[src/rtl/fetch_inst_queue.sv]
`default_nettype none
// ============================================================================
// fetch_inst_queue : circular instruction FIFO between fetch and dual decode
// Revision: 1.0
// ============================================================================
module fetch_inst_queue #(
  parameter  int DEPTH = 8,
  localparam int PTR_W = $clog2(DEPTH)
) (
  input  logic        clk,
  input  logic        rst,
  input  logic        flush_i,
  input  logic        in_valid_i,
  input  logic [31:0] in_pc_i,
  input  logic        in_fsc_i,
  input  logic [63:0] in_inst_i,
  output logic        ready_o,
  output logic [1:0]  out_valid_o,
  output logic [31:0] out0_pc_o,
  output logic [31:0] out0_inst_o,
  output logic [31:0] out1_pc_o,
  output logic [31:0] out1_inst_o,
  input  logic [1:0]  deq_cnt_i
);

  logic [PTR_W-1:0] head_q, head_d;
  logic [PTR_W-1:0] tail_q, tail_d;
  logic [PTR_W:0]   count_q, count_d;
  logic [31:0]      mem_pc_q   [DEPTH];
  logic [31:0]      mem_inst_q [DEPTH];

  logic [31:0]      w_base_pc;
  logic             w_accept;
  logic [1:0]       w_enq_n;
  logic [1:0]       w_deq_req;
  logic [1:0]       w_deq_avail;
  logic [1:0]       w_deq_eff;
  logic [PTR_W-1:0] w_head_p1;
  logic [PTR_W-1:0] w_tail_p1;

  // ready looks only at the registered count to stay off the decode path
  assign ready_o     = (count_q <= (PTR_W+1)'(DEPTH - 2));
  assign out_valid_o = {(count_q >= (PTR_W+1)'(2)), (count_q != '0)};

  always_comb begin
    w_base_pc   = {in_pc_i[31:3], 3'b000};
    w_accept    = in_valid_i & ready_o & ~flush_i;
    w_enq_n     = w_accept ? (in_fsc_i ? 2'd1 : 2'd2) : 2'd0;
    w_deq_req   = (deq_cnt_i == 2'd3) ? 2'd2 : deq_cnt_i;
    w_deq_avail = (count_q >= (PTR_W+1)'(2)) ? 2'd2 : count_q[1:0];
    w_deq_eff   = (w_deq_req > w_deq_avail) ? w_deq_avail : w_deq_req;
    w_head_p1   = head_q + PTR_W'(1);
    w_tail_p1   = tail_q + PTR_W'(1);

    head_d  = head_q + PTR_W'(w_deq_eff);
    tail_d  = tail_q + PTR_W'(w_enq_n);
    count_d = count_q + (PTR_W+1)'(w_enq_n) - (PTR_W+1)'(w_deq_eff);
    if (flush_i) begin
      head_d  = '0;
      tail_d  = '0;
      count_d = '0;
    end
  end

  always_ff @(posedge clk or posedge rst) begin
    if (rst) begin
      head_q  <= '0;
      tail_q  <= '0;
      count_q <= '0;
    end else begin
      head_q  <= head_d;
      tail_q  <= tail_d;
      count_q <= count_d;
    end
  end

  // Storage carries no reset; outputs are masked by the valid count instead
  always_ff @(posedge clk) begin
    if (w_accept) begin
      if (in_fsc_i) begin
        mem_pc_q[tail_q]   <= w_base_pc + 32'd4;
        mem_inst_q[tail_q] <= in_inst_i[63:32];
      end else begin
        mem_pc_q[tail_q]      <= w_base_pc;
        mem_inst_q[tail_q]    <= in_inst_i[31:0];
        mem_pc_q[w_tail_p1]   <= w_base_pc + 32'd4;
        mem_inst_q[w_tail_p1] <= in_inst_i[63:32];
      end
    end
  end

  always_comb begin
    out0_pc_o   = out_valid_o[0] ? mem_pc_q[head_q]      : 32'd0;
    out0_inst_o = out_valid_o[0] ? mem_inst_q[head_q]    : 32'd0;
    out1_pc_o   = out_valid_o[1] ? mem_pc_q[w_head_p1]   : 32'd0;
    out1_inst_o = out_valid_o[1] ? mem_inst_q[w_head_p1] : 32'd0;
  end

  a_deq_within_count: assert property (
    @(posedge clk) disable iff (rst) !flush_i |-> (w_deq_req <= w_deq_avail)
  );

endmodule
`default_nettype wire

[config.mk]
export PLATFORM = sky130hd
export DESIGN_NAME = fetch_inst_queue
export DESIGN_NICKNAME = d
export VERILOG_FILES = /design/src/rtl/fetch_inst_queue.sv
export SDC_FILE = /design/constraint.sdc
export NUM_CORES = 1
export LEC_CHECK = 0
export ABC_AREA = 1
export ABC_CLOCK_PERIOD_IN_PS = 4200
export CORE_ASPECT_RATIO = 0.6
export CORE_MARGIN = 5
export CORE_UTILIZATION = 37
export DETAILED_ROUTE_END_ITERATION = 7
export GPL_TIMING_DRIVEN = 1
export PLACE_DENSITY_LB_ADDON = 0.3
export SYNTH_ARGS = -nofsm -noshare
export SYNTH_HDL_FRONTEND = slang
export SYNTH_SLANG_ARGS = --single-unit
[constraint.sdc]
create_clock -name clk -period 4.2 [get_ports clk]
set_input_delay 0.42 -clock clk [delete_from_list [all_inputs] [get_ports clk]]
set_output_delay 0.42 -clock clk [all_outputs]
set_load 0.01 [all_outputs]
* Word level (Yosys, flattened, before mapping)
Memory sizes are Yosys's and may differ from the RTL's. Index checks and enable logic that the tools add are counted. W data, S select, Z words.
Cells by class: $add $sub $neg 7, $lt $le $gt $ge 3, eq/ne operators 1, reductions and logical operators 1, bitwise operators 5, mux-type cells 20
Operator list (number):
- $mux W32 | 6
- $add A32 B3 Y32 const B | 1
- $mux W2 | 5
- $add A3 B1 Y3 const B | 2
- $add A3 B2 Y3 | 2
- $mux W1 | 6
- $mux W3 | 2
- $add A4 B2 Y4 | 1
- $ge A4 B2 Y1 const B | 1
- $le A4 B3 Y1 const B | 1
- $mux W4 | 1
- $reduce_bool A4 Y1 | 1
- $sub A4 B2 Y4 | 1
- $and A1 B1 Y1 | 2
- $eq A2 B2 Y1 const B | 1
- $gt A2 B2 Y1 | 1
- $or A1 B1 Y1 | 2
- $not A1 Y1 | 1
Word-level totals: memory bits (writable) 512, output and inout bits 131, memories kept 2, logic and storage cells 42, bits of input ports 103, register bits 10
Memory list:
- mem_inst_q | depth 8, width 32, read ports 2, clocked after memory_dff 0, wr ports 2, RTL line 30 | logic [31:0] mem_inst_q [DEPTH];
- mem_pc_q | depth 8, width 32, read ports 2, clocked after memory_dff 0, wr ports 2, RTL line 29 | logic [31:0] mem_pc_q [DEPTH];

* Depth between registers and ports, before layout
word-level depth 7, gate-level depth with buffers 15

* Least setup slack after synthesis
OpenSTA, ideal clock, no wires.
kind register to register, start point register tail_q[0], end point memory mem_inst_q[0][0], enable pin, path buffers 1, clock period less this slack 3171 ps, arrival time 2751 ps, setup slack 1029 ps, setup time 420 ps, cell stages (with the launch flop) 7, cells stage by stage dfrtp_1 > ha_1 > or2_1 > nor2_2 > nand2_2 > buf_1 > nand2_1
RTL lines:
- from (decl) | RTL line 27 | logic [PTR_W-1:0] tail_q, tail_d;
- from (signal assigned) | RTL line 72 | tail_q <= tail_d;
- to (decl) | RTL line 30

* Worst setup path in the final report
start point register head_q[0], end point output port out1_pc_o[30]
On the way: longest elaborated chain between the ends 3
RTL lines:
- from (decl) | RTL line 26 | logic [PTR_W-1:0] head_q, head_d;
- from (signal assigned) | RTL line 67 | head_q <= '0;
- from (signal assigned) | RTL line 71 | head_q <= head_d;
- $add A3 B1 Y3 | RTL line 52 | w_head_p1 = head_q + PTR_W'(1);
- $mem_v2 Z8 W32
- $mux W32 | RTL line 95 | out1_pc_o = out_valid_o[1] ? mem_pc_q[w_head_p1] : 32'd0;
- to (decl) | RTL line 21 | output logic [31:0] out1_pc_o,
Every way passes these cells.

==> flow_summary.ini <==
[status]
status = finished, final reports clean

[setup_path]
path_class = reg2out
cpMostUsedCell = nand2_1
end_kind = output pin
crit_path_max_fanout = 39
worstPathArrival_ns = 3.55
cp.required_ns = 3.78
cp_slowest_cell = clkdlybuf4s50_1
slowest_delay_ns = 0.66
path_cells = ha_4 > inv_6 > buf_4 > a21oi_1 > o21ai_0 > nand2_1 > nand2_1 > nand2_1 > nor2_1 > clkdlybuf4s50_1
worst_setup_path_start_kind = register

[logic_synthesis]
synth_most_common_cell = nand2_1
synth_edf_count = 488
async_reset_ff_frac = 0.01976
synth_area_sq_mm = 0.03166
synth_top_area_share = 0.4629
synth_common_cells = nand2_1, nand3_1, a21oi_1
ys_seq_elements = 506
avgSynthCellArea_sq_um = 7.793
yosys-top-cells-area = edfxtp_1, nand2_1, nand3_1
synth_top_area_cell = edfxtp_1
synthCells = 4062
ys_warn_count = 0
ys_seq_area_frac = 0.4759
ys.flop_type = edfxtp_1
synth_cell_type_count = 30

[routing]
route.met3.wl_um = 14670
drt_pass1_iterations = 6
top_layer = met5
wirelength_um = 120200
drc_errors = 0
met2_length_um = 50790
vias = 30210
postRouteAntennaNets = 0
drt_iter0_markers = 3848
wl_met1_um = 52000
avgViaCountPerCell = 5.760
wire_per_inst_um = 22.93

[placement]
placed_cell_area_sq_mm = 0.03480
gp_congestion = 0.8298
dp_hpwl_um = 67910
io_buffers = 226
dp_slack_ns = 0.7639

[sta]
setup_violations = 0
rsz0062_at_grt = false
final.setup.worst_slack_ns = 0.2287
hold_violations = 0
fmax_ghz = 0.2518
fin_worst_skew_ns = 0.03013
slew_violations = 0
relSlewSlack = 0.1419
worst_hold_slack_ns = 0.3790
tns_ns = 0
fin_crit_sh = 0.9456
min_period_ns = 3.971
tightest_slew_ns = 1.287

[clock_tree]
clk_latency_ns = 0.64
clkTransAtPathRegs_ns = 0.07
hold_buffers = 0
cts_htree_levels = 2
cts_sinks = 506
cts_tree = yes
clock_tree.root_cell = clkbuf_16
clk_path_buf_depth = 3
numCtsBuffers = 55
cts_resized = 0
post_cts_buffers = 0

[floorplanning]
die_x_um = 387.6
dieHeight_um = 236.6
initial_core_util = 0.3717
coreArea_sq_mm = 0.08516
num_io_pins = 234
dieArea_sq_mm = 0.09170
rows = 83

[global_route]
track_usage = 0.2518
grt_pass1_wl_um = 177700
antenna_found_initial = 11
grt.overflow.total = 0
first_global_vias = 27430
grt_max_degree = 311

[final_layout]
syn_to_final_growth_pct = 15.44
final_area_sq_mm = 0.03654
layout-drive-gt1-share = 0.04839
finalNetCount = 4168

[power_and_ir_drop]
p_leak_nw = 14.81
peakVddDrop_uv = 885.1
powerDensity_mw_per_mm2 = 695.5
power_mw = 25.41

[flow_run]
drv_cap = 0

[min_path]
hp-class = in2async
[per-stage QoR]
stage	instances	util
after detailed placement	5139	0.4087
final	5244	0.4291
after floorplan	4065	-
after CTS	5239	0.4290
after global routing	5240	0.4290
after global placement	5139	0.4087
[flip-flops by register name (all words and copies together) (netlist names)]
register	count
mem_inst_q	256
tail_q	3
count_q	4
mem_pc_q	240
head_q	3
[critical path: cells and delay by family, from the launching register on]
family / cells / cell delay [ns]
buf+inv: 3 / 1.33
flops: 1 / 0.56
compound gates: 2 / 0.18
simple gates: 4 / 0.55
fa+ha+maj: 1 / 0.29
[placed cells by master (no fill, tap or decap), drive strengths merged]
cell | Yosys | layout
nand3 | 600 | 600
xnor2 | 3 | 3
nand4 | 40 | 40
buf | 176 | 85
bufinv | 0 | 5
edfxtp | 488 | 488
clkbuf | 208 | 71
or2 | 1 | 1
o211ai | 242 | 242
ha | 12 | 12
dfxtp | 8 | 8
o21ai | 256 | 256
clkinvlp | 0 | 4
inv | 368 | 372
nor2 | 225 | 225
conb | 1 | 4
dfrtp | 10 | 10
nand2 | 877 | 877
clkinv | 3 | 19
clkdlybuf4s50 | 0 | 226
a21oi | 539 | 539
diode | 0 | 5
fa | 4 | 4
o22ai | 1 | 1
[power breakdown]
group	internal [mW]	switching, mW
logic	5.24	9.29
clock network	2.74	2.14
registers	5.82	0.177
total	13.8	11.6
[routing by layer]
metal,up-vias,global-route usage
li1,13990,-
met1,14230,0.3752
met2,1767,0.3686
met3,206,0.05566
met4,12,0.06631
met5,-,0
[final timing paths]
path	end	slack [ns]	cells past startpoint	startpoint
worst max-delay path	out1_pc_o[30]	0.23	10	head_q[0]
worst min-delay path	head_q[2]	0.38	2	rst
worst max register to register	mem_inst_q[1][6]	1.15	6	tail_q[0]
worst min register to register	mem_pc_q[1][2]	0.48	2	mem_pc_q[1][2]
max in group asynchronous	head_q[1]	3.42	2	rst
min in group clk	mem_pc_q[1][2]	0.48	2	mem_pc_q[1][2]
[area by class of cell]
cell class | instances | area (sq um)
timing repair buffer | 311 | 3176
clock inverter | 29 | 274.0
antenna | 5 | 12.51
sequential | 506 | 15080
clock buffer | 71 | 1456
inverter | 371 | 1403
fill | 8453 | 48610
tap | 1147 | 1435
multi-input combinational | 2804 | 13710
[logic make-up (layout without fill, tap and decap cells)]
logic type      after synthesis  after routing  synth area share
xor+xnor                      3              3          0.001067
simple gates               1743           1743            0.2360
other cells                   1              9         0.0001185
flops                       506            506            0.4759
fa+ha+maj                    16             16          0.007272
buf+inv                     755            782           0.09644
compound gates             1038           1038            0.1833
No activity file was read; power rests on OpenSTA's default activity.
